[config.mk]
export PLATFORM = sky130hd
export DESIGN_NAME = narb_rr_arb
export DESIGN_NICKNAME = d
export VERILOG_FILES = /design/src/rtl/narb_rr_arb.sv
export SDC_FILE = /design/constraint.sdc
export NUM_CORES = 1
export LEC_CHECK = 0
export ABC_AREA = 0
export CAP_MARGIN = 5
export CORE_UTILIZATION = 42
export DETAILED_ROUTE_END_ITERATION = 8
export PLACE_DENSITY = 0.92
export RECOVER_POWER = 25
export SLEW_MARGIN = 20
export SYNTH_ARGS = -nofsm -noshare
export SYNTH_HDL_FRONTEND = slang
export SYNTH_SLANG_ARGS = --single-unit
[constraint.sdc]
create_clock -name clk -period 5.3 [get_ports clk]
set_clock_uncertainty 0.1 [all_clocks]
set_input_delay 1.06 -clock clk [delete_from_list [all_inputs] [get_ports clk]]
set_output_delay 1.06 -clock clk [all_outputs]
set_load 0.005 [all_outputs]
[src/rtl/narb_rr_arb.sv]
// Packet-aware round-robin arbiter draining N first-word-fall-through FIFOs
// onto one registered valid/ready output link. A grant is held from head
// flit to tail flit so packets from different inputs never interleave.
module narb_rr_arb #(
    parameter int N_IN       = 4,
    parameter int LOG2_N_IN  = 2,
    parameter int FLIT_WIDTH = 8,
    parameter int TAIL_BIT   = 7
) (
    input  logic                       clk,
    input  logic                       rst,
    input  logic [N_IN-1:0]            fifo_empty_i,
    input  logic [N_IN*FLIT_WIDTH-1:0] fifo_data_i,
    output logic [N_IN-1:0]            fifo_rd_o,
    output logic                       out_valid_o,
    output logic [FLIT_WIDTH-1:0]      out_data_o,
    input  logic                       out_ready_i,
    output logic [LOG2_N_IN-1:0]       grant_o,
    output logic                       locked_o
);

    typedef enum logic {
        IDLE   = 1'b0,
        LOCKED = 1'b1
    } state_t;

    localparam logic [LOG2_N_IN:0] N_IN_W = (LOG2_N_IN+1)'(N_IN);

    state_t                  state_q, state_d;
    logic [LOG2_N_IN-1:0]    rr_ptr_q, rr_ptr_d;
    logic [LOG2_N_IN-1:0]    grant_q, grant_d;
    logic                    out_valid_q, out_valid_d;
    logic [FLIT_WIDTH-1:0]   out_data_q, out_data_d;

    logic [LOG2_N_IN-1:0]    cand [N_IN];
    logic                    scan_found;
    logic [LOG2_N_IN-1:0]    scan_idx;
    logic [LOG2_N_IN-1:0]    sel_idx;
    logic                    sel_valid;
    logic [FLIT_WIDTH-1:0]   sel_flit;
    logic                    slot_free;
    logic                    pop;

    // (base + off) modulo N_IN; both operands are already below N_IN.
    function automatic logic [LOG2_N_IN-1:0] wrap_add(
        input logic [LOG2_N_IN-1:0] base,
        input logic [LOG2_N_IN-1:0] off
    );
        logic [LOG2_N_IN:0] sum;
        sum = {1'b0, base} + {1'b0, off};
        if (sum >= N_IN_W) begin
            sum = sum - N_IN_W;
        end
        return sum[LOG2_N_IN-1:0];
    endfunction

    // Candidate input for each scan offset, starting at the round-robin pointer.
    generate
        for (genvar gi = 0; gi < N_IN; gi++) begin : g_cand
            assign cand[gi] = wrap_add(rr_ptr_q, LOG2_N_IN'(gi));
        end
    endgenerate

    // First non-empty input at or after rr_ptr; walk offsets high-to-low so the
    // closest one wins.
    always_comb begin
        scan_found = 1'b0;
        scan_idx   = rr_ptr_q;
        for (int i = N_IN - 1; i >= 0; i--) begin
            if (!fifo_empty_i[cand[i]]) begin
                scan_found = 1'b1;
                scan_idx   = cand[i];
            end
        end
    end

    // While locked only the granted input may be read; the data mux is only
    // feeding the output register, never the pop decision.
    always_comb begin
        sel_idx   = (state_q == LOCKED) ? grant_q : scan_idx;
        sel_valid = (state_q == LOCKED) ? !fifo_empty_i[grant_q] : scan_found;
        sel_flit  = fifo_data_i[int'(sel_idx)*FLIT_WIDTH +: FLIT_WIDTH];
        slot_free = !out_valid_q || out_ready_i;
        pop       = sel_valid && slot_free && !rst;
    end

    // One-hot read strobe towards the selected FIFO, never to an empty one.
    generate
        for (genvar gi = 0; gi < N_IN; gi++) begin : g_rd
            assign fifo_rd_o[gi] = pop && (sel_idx == LOG2_N_IN'(gi));
        end
    endgenerate

    // Next-state: load the output register on a pop, release grant on tail.
    always_comb begin
        state_d     = state_q;
        rr_ptr_d    = rr_ptr_q;
        grant_d     = grant_q;
        out_valid_d = out_valid_q;
        out_data_d  = out_data_q;
        if (pop) begin
            out_valid_d = 1'b1;
            out_data_d  = sel_flit;
            grant_d     = sel_idx;
            if (sel_flit[TAIL_BIT]) begin
                state_d  = IDLE;
                rr_ptr_d = wrap_add(sel_idx, LOG2_N_IN'(1));
            end else begin
                state_d  = LOCKED;
            end
        end else if (out_ready_i) begin
            out_valid_d = 1'b0;
        end
    end

    // State and output registers with synchronous reset.
    always_ff @(posedge clk) begin
        if (rst) begin
            state_q     <= IDLE;
            rr_ptr_q    <= '0;
            grant_q     <= '0;
            out_valid_q <= 1'b0;
            out_data_q  <= '0;
        end else begin
            state_q     <= state_d;
            rr_ptr_q    <= rr_ptr_d;
            grant_q     <= grant_d;
            out_valid_q <= out_valid_d;
            out_data_q  <= out_data_d;
        end
    end

    assign out_valid_o = out_valid_q;
    assign out_data_o  = out_data_q;
    assign grant_o     = grant_q;
    assign locked_o    = (state_q == LOCKED);

endmodule

Word-level counts from Yosys, hierarchy flattened
Cells that the tools add are included.
{ "classes": {"mux": 28, "n_addsub": 9, "n_reduce_logical": 13, "n_eq_ne": 3, "n_shift": 1, "order_cmp": 10} }
{ "op_table": {"columns": ["op", "count"], "rows": [
  ["$shiftx A32 B6 Y8", 1],
  ["$mux W2", 10],
  ["$lt A2 B3 Y1 const B", 5],
  ["$mux W1", 13],
  ["$ge A3 B3 Y1 const B", 4],
  ["$bmux W1 S2", 5],
  ["$sub A2 B1 Y2 const B", 5],
  ["$add A2 B1 Y3 const B", 2],
  ["$add A2 B2 Y3 const B", 2],
  ["$logic_and A1 B1 Y1", 6],
  ["$eq A2 B2 Y1 const B", 2],
  ["$ge A2 B3 Y1 const B", 1],
  ["$logic_not A1 Y1", 3],
  ["$eq A2 B1 Y1 const B", 1],
  ["$logic_not A2 Y1", 1],
  ["$reduce_and A2 Y1", 1],
  ["$reduce_bool A2 Y1", 1],
  ["$logic_or A1 B1 Y1", 1]
]} }
{ "word_totals": {"out_inout_bits": 16, "register_bits": 14, "elab_cells": 69, "inputBits": 39} }

Logic depth before layout (Yosys ltp)
Gate-level depths: netlist of run 1.
{ "depth": {"depth_word": 13, "mapped_depth": 8, "mapped_depth_nobuf": 8} }

Least setup slack after synthesis of run 1
OpenSTA, ideal clock, no wires.
{ "synth_path": {"kind": "input to output", "from": "input fifo_empty_i[0]", "to": "output fifo_rd_o[0]", "arrival_ns": 2.331, "cell_stages": 8, "slack_ns": 1.809, "path_cell_list": "a2bb2oi_1 -> a21oi_1 -> o31ai_1 -> clkbuf_1 -> inv_1 -> ha_1 -> inv_1 -> nor2_1"} }
{ "synth_between": {"word_cells_on_any_way": 25, "classes_between": "mux: 20; reduce/logical: 5"} }
{ "synth_lines": {"columns": ["item", "line", "rtl"], "rows": [
  ["start: declaration", "12", "input logic [N_IN-1:0] fifo_empty_i,"],
  ["$bmux W1 S2", "70", "if (!fifo_empty_i[cand[i]]) begin"],
  ["$mux W1 (not written as such)", "70", null],
  ["$mux W2 (3 in series)", "70", null],
  ["$mux W2 (*)", "70", null],
  ["$mux W2 (*)", "80", "sel_idx = (state_q == LOCKED) ? grant_q : scan_idx;"],
  ["net sel_idx[1]", "38", "logic [LOG2_N_IN-1:0] sel_idx;"],
  ["$logic_not A2 Y1 (*)", "90", "assign fifo_rd_o[gi] = pop && (sel_idx == LOG2_N_IN'(gi));"],
  ["$logic_and A1 B1 Y1 (*)", "90", null],
  ["end: declaration", "14", "output logic [N_IN-1:0] fifo_rd_o,"]
]} }
The timed path passes the listed nets; every way through them passes the cells marked *. The select of a mux whose other input is x is not followed.

Worst setup path in the final report of run 1
{ "layout_path": {"from": "input fifo_empty_i[2]", "to": "output fifo_rd_o[0]"} }
{ "layout_between": {"elab_chain_cells": 10, "word_cells_on_any_way": 25, "classes_between": "mux: 20; reduce/logical: 5"} }
{ "layout_lines": {"columns": ["item", "line", "rtl"], "rows": [
  ["$bmux W1 S2", "70", null],
  ["$mux W1 (not written as such)", "70", null],
  ["$mux W1 (4 in series)", "70", null],
  ["$mux W1", "81", "sel_valid = (state_q == LOCKED) ? !fifo_empty_i[grant_q] : scan_found;"],
  ["$logic_and A1 B1 Y1 (2 in series)", "84", "pop = sel_valid && slot_free && !rst;"],
  ["$logic_and A1 B1 Y1 (*)", "90", null]
]} }
Mark *: on every way between the ends. The rest lies on a longest branch, timed or not. The select of a mux whose other input is x is not followed.

==> qor.csv, run 1 <==
metric,value,unit
power.total,0.634,mW
drive_gt1_share,16.5,%
seqCellArea,280,um^2
run_status,"finished, final reports clean",
placementRows,17,
die_w,51.8,um
ctsHoldBuffers,0,
criticalPathCategory,in2out,
design_area,1650,um^2
post_cts_buffers,0,
grt_max_degree,19,
drtPass1Iterations,4,
drc,0,
fill_cells,157,
cp_data_required_time,4140,ps
synth-seq-cells,14,
cts_sinks,14,
routedWlPerCell,15.1,um
worstMarginPinSlew,573,ps
endpoint_kind,primary output,
pre_cts_ws,645,ps
period_needed,4650,ps
die_y,51.8,um
powerDensity,384,nW/um^2
crit_start,fifo_empty_i[2],
arrival,3490,ps
postRouteAntennaNets,0,
core,2280,um^2
drv_slew,0,
crit_chain,"clkdlybuf4s50_1, o221ai_1, a211oi_2, nor2_4, ha_1, inv_1, nor2_1, clkdlybuf4s50_1",
synth_top_cell_by_area,dfxtp_1,
min_path_type,reg2reg,
root_buffer,clkbuf_4,
reg2reg_to,rr_ptr_q[0],
worstPathBufferInverterCount,3,
fin_ws,650,ps
synthToLayoutAreaGrowth,58.8,%
synth-seq-area-share,27.0,%
cts_buffers,3,
ff2ff_setup_slack,2700,ps
async_reset_ff_share,0,%
path_delay_family,buffers and inverters,
dieArea,2680,um^2
antenna_found_initial,0,
maxCapViolations,0,
wl,2910,um
fmax,215,MHz
start_util,45.7,%
avgSynthCellArea,9.54,um^2
r2r_start,locked_o,
cp_common_cell,clkdlybuf4s50_1,
grt_setup_unrepaired,false,
period_share,87.7,%
slew_headroom,61.5,%
final_hold_viol_count,0,
synth_edf_count,0,
cts-htree-levels,1,
routabilityCongestion,0.952,
endpoint,fifo_rd_o[0],
fin_tns_setup,0,ps
viasPerCell,5.59,
worstRegToRegCells,5,
portBuffers,54,
vias,1073,
io_pins,55,
synthesis.nets,152,
synthesis.area,1040,um^2
clkTransAtPathRegs,90,ps
hpwl,2330,um
synth_cell_types,35,
drt-initial-drc-count,27,
cp.depth,8,
placed_area,1620,um^2
crit_fanout,11,
cts_tree,built,
clk_path_buf_depth,2,
cts_resized,0,
gr-usage-all-layers,23.4,%
multi_input_area,696,um^2
slowest_delay,530,ps
grt_first_pass_wirelength,4560,um
start_kind,input pin,
clkLatencyLatePin,280,ps
setup_viol,0,
antenna_cells,0,
nets,208,
ys_top_cells_by_area,"dfxtp_1, mux4_2, mux2_2, nor2b_1, ha_1",
synth_ff_type,dfxtp_1,
vdd.ir_drop.worst,0.278,mV
syn_inst,109,
power.leakage,0.675,nW
synth_top_area_share,27.0,%
slowest_stage,clkdlybuf4s50_1,
yosysWarnings,0,
grt_pass1_vias,1051,
grt_overflow,0,
[cells in the final DEF, fill, tap and decap left out]
cell type         n
a211oi_2          1
ha_1              4
nor3_1            1
nor2_4            1
a31oi_1           1
a222oi_1          2
nand3_1           5
a211o_1           1
o32ai_1           1
nand2b_1          1
a21oi_1           4
inv_1            12
mux4_1            1
mux2i_1           1
nor2b_1          11
dfxtp_1          14
nand2_1           6
a21o_1            1
and2_1            1
o31ai_2           1
o21ai_0           2
inv_2             1
a31o_2            1
clkbuf_4          3
a2bb2oi_1         1
a2111o_1          2
o221ai_1          1
o311ai_0          1
nor2_1            7
clkdlybuf4s50_1  47
o211ai_1          1
mux4_2            7
a22oi_1           1
buf_4             2
dlygate4sd3_1     7
clkbuf_8          1
mux2_2            9
[worst register-to-register path: stages, from the launching register on]
cell,delay (ps)
dfxtp_1,450
o311ai_0,520
a21o_1,520
nor2b_1,160
a22oi_1,370
mux2_2,380
[where the power goes]
part	total [mW]	internal [mW]	switching (mW)
Sequential	0.187	0.148	0.0389
Clock	0.0775	0.0418	0.0357
Combinational	0.369	0.222	0.147
Total	0.634	0.412	0.222
[kinds of logic (layout without fill, tap and decap cells)]
family,count (synthesis),count (layout),share of synthesized area [%]
AND/OR/NAND/NOR,33,33,16.5
buffers and inverters,18,73,6.62
AO/OA/AOI/OAI,22,22,16.7
adder cells (fa/ha/maj),4,4,4.81
flip-flops,14,14,27.0
multiplexers,18,18,28.4
[flip-flops by register name, summed over array words and instances (netlist names)]
name,flops
out_valid_o,1
locked_o,1
rr_ptr_q,2
grant_o,2
out_data_o,8
[per-layer routing]
metal  global-route usage, %  part of all wire (%)  vias to the layer above
met3                    5.26                   5.3                        4
met4                    8.56                   1.5                        0
met1                    25.9                    36                      525
li1                        -                     -                      509
met2                    43.1                    57                       35
met5                       0                     0                        -
[worst min path at each step]
stage	startpoint	to	slack, ps	cells after the start
5_1_grt	out_data_o[7]	out_data_o[7]	410	2
3_3_place_gp	out_data_o[7]	out_data_o[7]	350	2
3_5_place_dp	out_data_o[7]	out_data_o[7]	360	2
2_1_floorplan	out_data_o[7]	out_data_o[7]	350	2
4_1_cts	out_data_o[7]	out_data_o[7]	380	2
6_report	out_data_o[7]	out_data_o[7]	380	2
[synth_stat cells, types with 2 or more instances]
master	instances
nand3_1	5
clkbuf_1	3
inv_1	12
a2111o_1	2
nor2_1	7
dfxtp_1	14
a222oi_1	2
mux4_2	7
nor2b_1	11
a21oi_1	4
o21ai_0	2
nand2_1	6
mux2_2	9
ha_1	4
[per-stage QoR]
| step | hold slack, ps | util (%) | std cells |
|---|---|---|---|
| floorplan | 353 | - | 109 |
| global placement | 347 | 71.0 | 188 |
| detailed placement | 363 | 71.0 | 188 |
| CTS | 376 | 72.6 | 192 |
| global route | 413 | 72.6 | 192 |
| finish | 379 | 72.6 | 192 |
[area by class of cell]
cell class / count / share of cell area (%)
Clock buffer: 4 / 2.20
Inverter: 13 / 2.95
Multi-Input combinational cell: 77 / 42.1
Sequential cell: 14 / 17.0
Tap cell: 28 / 2.12
Timing Repair Buffer: 56 / 33.6
Note: power is estimated with default switching activity, not from simulation.
==> inputs of run 2 (changes only) <==
- CORE_UTILIZATION: 42 -> 60
- DONT_BUFFER_PORTS: not set -> 1
- PLACE_DENSITY: 0.92 -> 0.83
==> run 2 against run 1 <==
Against the previous run:
- the flow now finishes with violations (DRC)
- count of clock-buffer cells in the layout fell by 1
- critical endpoint unchanged
- power is 20% lower
- via count is 20% lower
- critical path type unchanged
- final area decreased by 35%
- hold slack lost 2.9 ps
- register-to-register slack got worse by 70 ps
==> qor.csv, run 2 (synthesis gave the netlist of run 1 again) <==
metric,value,unit,change
min_path_type,reg2reg,,
hold_path_end,out_data_o[7],,
worstMarginPinSlew,1080,ps,+510 ps
cts_tree,built,,
start_util,66.7,%,+21 points
dieArea,1900,um^2,-29%
core,1560,um^2,-32%
postRouteAntennaNets,0,,unchanged
vias,862,,-20%
grt_pass1_vias,848,,-19%
post_cts_buffers,0,,unchanged
power.leakage,0.438,nW,-35%
drtPass1Iterations,6,,+2
drt-initial-drc-count,36,,+33%
placementRows,14,,-3
period_needed,3850,ps,-798 ps
violations,DRC,,
top_layer,met4,,
final_common_cell,dfxtp_1,,
cp_data_required_time,4140,ps,about the same
largest_register_ffs,8,,unchanged
die_w,43.6,um,-16%
start_kind,input pin,,
clkTransAtPathRegs,70,ps,-20 ps
cts-htree-levels,1,,unchanged
fin_util,68.5,%,-4.1 points
reg2reg_to,rr_ptr_q[0],,
grt_max_degree,19,,unchanged
power.total,0.506,mW,-20%
routedWlPerCell,19.4,um,+28%
grt_setup_unrepaired,false,,
place_inst,120,,-36%
grt_first_pass_wirelength,3780,um,-17%
root_buffer,clkbuf_4,,
grt_overflow,0,,unchanged
run_status,finished with violations,,
routabilityCongestion,0.860,,-9.7%
synthToLayoutAreaGrowth,2.65,%,
maxCapViolations,0,,unchanged
clkLatencyLatePin,270,ps,about the same
slew_headroom,27.4,%,-34 points
fin_tns_setup,0,ps,unchanged
drc,6,,+6
criticalPathCategory,in2out,,
met3_length,186,um,+20%
r2r_start,rr_ptr_q[0],,
nets,152,,-27%
antenna_found_initial,0,,unchanged
worstRegToRegCells,6,,+1
cts_sinks,14,,unchanged
ff2ff_setup_slack,2630,ps,-70 ps
endpoint_kind,primary output,,
crit_fanout,13,,+2
powerDensity,474,nW/um^2,+24%
drive_gt1_share,22.4,%,+6.0 points
whs_path_depth,2,,unchanged
fill_cells,126,,-20%
die_y,43.6,um,-16%
mostFrequentLayoutCells,"dfxtp_1, inv_1, nor2b_1",,
arrival,2690,ps,-800 ps
crit_start,fifo_empty_i[0],,
cts_buffers,3,,unchanged
drv_slew,0,,unchanged
cts_resized,0,,unchanged
portBuffers,0,,-100%
fin_cells,123,,-36%
gr-usage-all-layers,27.4,%,+4.1 points
hpwl,1860,um,-20%
wl_met2,1210,um,-27%
period_share,72.7,%,-15 points
clk_path_buf_depth,2,,unchanged
hp-start,out_data_o[7],,
setup_viol,0,,unchanged
fin_ws,1450,ps,+798 ps
ctsHoldBuffers,0,,unchanged
viasPerCell,7.01,,+25%
wl_met1,907,um,-12%
final_hold_viol_count,0,,unchanged
fmax,260,MHz,+21%
vdd.ir_drop.worst,0.266,mV,-4.2%
pre_cts_ws,1440,ps,+796 ps
io_pins,55,,unchanged
antenna_cells,0,,unchanged
wl,2390,um,-18%
-- run 2: cell count changes in the layout (fill, tap and decap cells not counted), sizes merged --
| cell | previous run | this run |
|---|---|---|
| clkbuf | 4 | 3 |
| buf | 2 | 0 |
| dlygate4sd3 | 7 | 0 |
| clkdlybuf4s50 | 47 | 0 |
-- run 2: where the power goes --
group	switching [mW]	internal (mW)	leakage (nW)
sequential	0.0492	0.149	0.116
clock	0.0307	0.0263	0.0138
combinational	0.117	0.134	0.308
-- run 2: area by class of cell --
cell class | instances | area (um^2) | area share (%)
multi-input cells | 77 | 696 | 65.2
flip-flops and latches | 14 | 280 | 26.3
inverters | 13 | 48.8 | 4.57
clock buffers | 3 | 22.5 | 2.11
well taps | 16 | 20.0 | 1.88
-- run 2: critical path, stage by stage --
cell and delay, ps:
a2bb2oi_1 130, a21oi_1 90, o31ai_2 900, inv_1 160
ha_1 250, inv_1 50, nor2_1 50
-- run 2: routing by layer --
| layer | track usage, % | vias to the layer above |
|---|---|---|
| met2 | 47.2 | 45 |
| met5 | 0 | - |
| met3 | 7.92 | 11 |
| li1 | - | 403 |
| met1 | 30.7 | 403 |
| met4 | 13.8 | 0 |
-- run 2: how the worst max path moves through the flow --
stage | depth (start not counted) | to | slack (ps)
final | 7 | fifo_rd_o[0] | 1450
after global routing | 7 | fifo_rd_o[0] | 1300
after CTS | 7 | fifo_rd_o[0] | 1450
after detailed placement | 7 | fifo_rd_o[0] | 1440
after global placement | 7 | fifo_rd_o[1] | 1530
after floorplan | 8 | fifo_rd_o[0] | 1810
-- run 2: metrics by stage --
step | cell area [um^2] | hold WS [ps]
after CTS | 1070 | 383
after detailed placement | 1040 | 382
after floorplan | 1040 | 353
final | 1070 | 377
after global placement | 1040 | 369
after global routing | 1070 | 402
==> RTL edit (settings of run 2) <==
The parameter `FLIT_WIDTH` goes from 8 to 12.
--- a/src/rtl/narb_rr_arb.sv
+++ b/src/rtl/narb_rr_arb.sv
@@ -5,5 +5,5 @@
     parameter int N_IN       = 4,
     parameter int LOG2_N_IN  = 2,
-    parameter int FLIT_WIDTH = 8,
+    parameter int FLIT_WIDTH = 12,
     parameter int TAIL_BIT   = 7
 ) (
Ports: changed (resized fifo_data_i and out_data_o); port bits go from 55 to 75. The function was not compared with the original's and may differ.
==> RTL edit against run 2 <==
Cell area increased by 28%; count of clock-buffer cells in the layout unchanged; non-clock buffer count increased by 1; total power shrank 18%; largest cell class unchanged; combinational power shrank 34%; final cell count rose by 32%; routed wire length increased by 23%; worst setup slack better by 110 ps; sequential cell count increased by 4; area after synthesis grew 31%.
==> RTL edit: results (changes against run 2) <==
layout:
  largest_register_ffs: 12  # +4
  drive_above_1_share_pct: 22.2  # -0.21 points
  final_cells: 162  # +32%
global_routing:
  grt_pass1_vias: 1054  # +24%
  globalRouteTotalUtil_pct: 26.2  # -1.2 points
  grt_use_met2_pct: 46.8  # -0.32 points
  grt_pass1_wl_um: 4890  # +29%
  grt_max_degree: 29  # +10
  met1_usage_pct: 28.2  # -2.5 points
place:
  globalplace.congestion: 0.787  # -8.5%
  place_hpwl_um: 2300  # +23%
route:
  routed_wirelength_um: 2940  # +23%
  first_pass_iters: 4  # -2
  drt_iter0_drc: 13  # -64%
run_status:
  status: "finished clean"
critical_path:
  r2r-start: "locked_o"
  crit_start: "fifo_empty_i[3]"
  worstPathArrival_ps: 2590  # -100 ps
  cpLargestDelayFamily: "simple AND/OR/NAND/NOR gates"
  cpMaxStageDelayCell: "nor2_2"
  slowest_delay_ps: 670  # -230 ps
  worstPathMaxFanout: 15  # +2
  reg2reg_depth: 7  # +1
synth:
  synthTopCellsByArea: "dfxtp_1, mux2i_1, mux2_4"
  ys_types: 39  # +11%
  postSynthCellCount: 138  # +27%
  synth_commonest_cells: "mux2i_1, dfxtp_1, nand3_1, mux2_4"
  seq_area_frac_synth_pct: 26.4  # -0.53 points
sta:
  max_slew_margin_pct: 43.2  # +16 points
clocking:
  clock_latency_ps: 290  # +20 ps
  htreeDepth: 1  # unchanged
  clk_pin_slew_worst_paths_ps: 90  # +20 ps
power_and_ir_drop:
  leakage_nw: 0.535  # +22%
  ir_worst_vdd_mv: 0.198  # -26%
worst_hold_path:
  worstHoldStart: "out_data_o[8]"
RTL edit: changes by cell type in the layout (fill, tap and decap cells not counted), sizes merged, moves of 3 or more:
cell | run 2 | this run
nor2b | 11 | 3
mux2i | 1 | 24
o21ai | 2 | 13
dfxtp | 14 | 18
and2 | 1 | 6
mux4 | 8 | 1
inv | 13 | 6
mux2 | 9 | 12
nand3 | 5 | 11
RTL edit: cells by family (layout without fill, tap and decap cells):
| logic type | after synthesis | after routing | share of synthesized area (%) |
|---|---|---|---|
| and+or+nand+nor | 40 | 40 | 16.0 |
| muxes | 37 | 37 | 31.4 |
| AOI/OAI and AO/OA | 26 | 26 | 15.5 |
| DFF | 18 | 18 | 26.4 |
| buffers and inverters | 13 | 10 | 7.06 |
| adders and majority gates | 4 | 4 | 3.67 |
RTL edit: report_power, final:
group	total [mW]	internal (mW)	switching, mW
clock network	0.0654	0.0264	0.0390
logic	0.166	0.0833	0.0825
registers	0.185	0.160	0.0253
total	0.416	0.270	0.147
RTL edit: worst paths after layout:
check                                      to  slack, ps
worst max-delay path             fifo_rd_o[3]       1550
worst min register to register  out_data_o[8]        390
worst min-delay path            out_data_o[8]        390
worst max register to register  out_data_o[7]       2690
RTL edit: tightest hold or removal path, cell delays in order, from the launching register on:
cell and delay, ps:
dfxtp_1 340, nand3_1 60, o21ai_1 50
RTL edit: cell type report:
type / count / area (um2)
Clock buffer: 3 / 22.5
Fill cell: 181 / 671
Inverter: 6 / 22.5
Multi-Input combinational cell: 107 / 925
Sequential cell: 18 / 360
Tap cell: 27 / 33.8
Timing Repair Buffer: 1 / 7.51
RTL edit: layer usage:
layer,wire (um),part of all wire [%]
met5,0,0
met4,93,3.2
met3,248,8.4
met2,1490,51
met1,1110,38
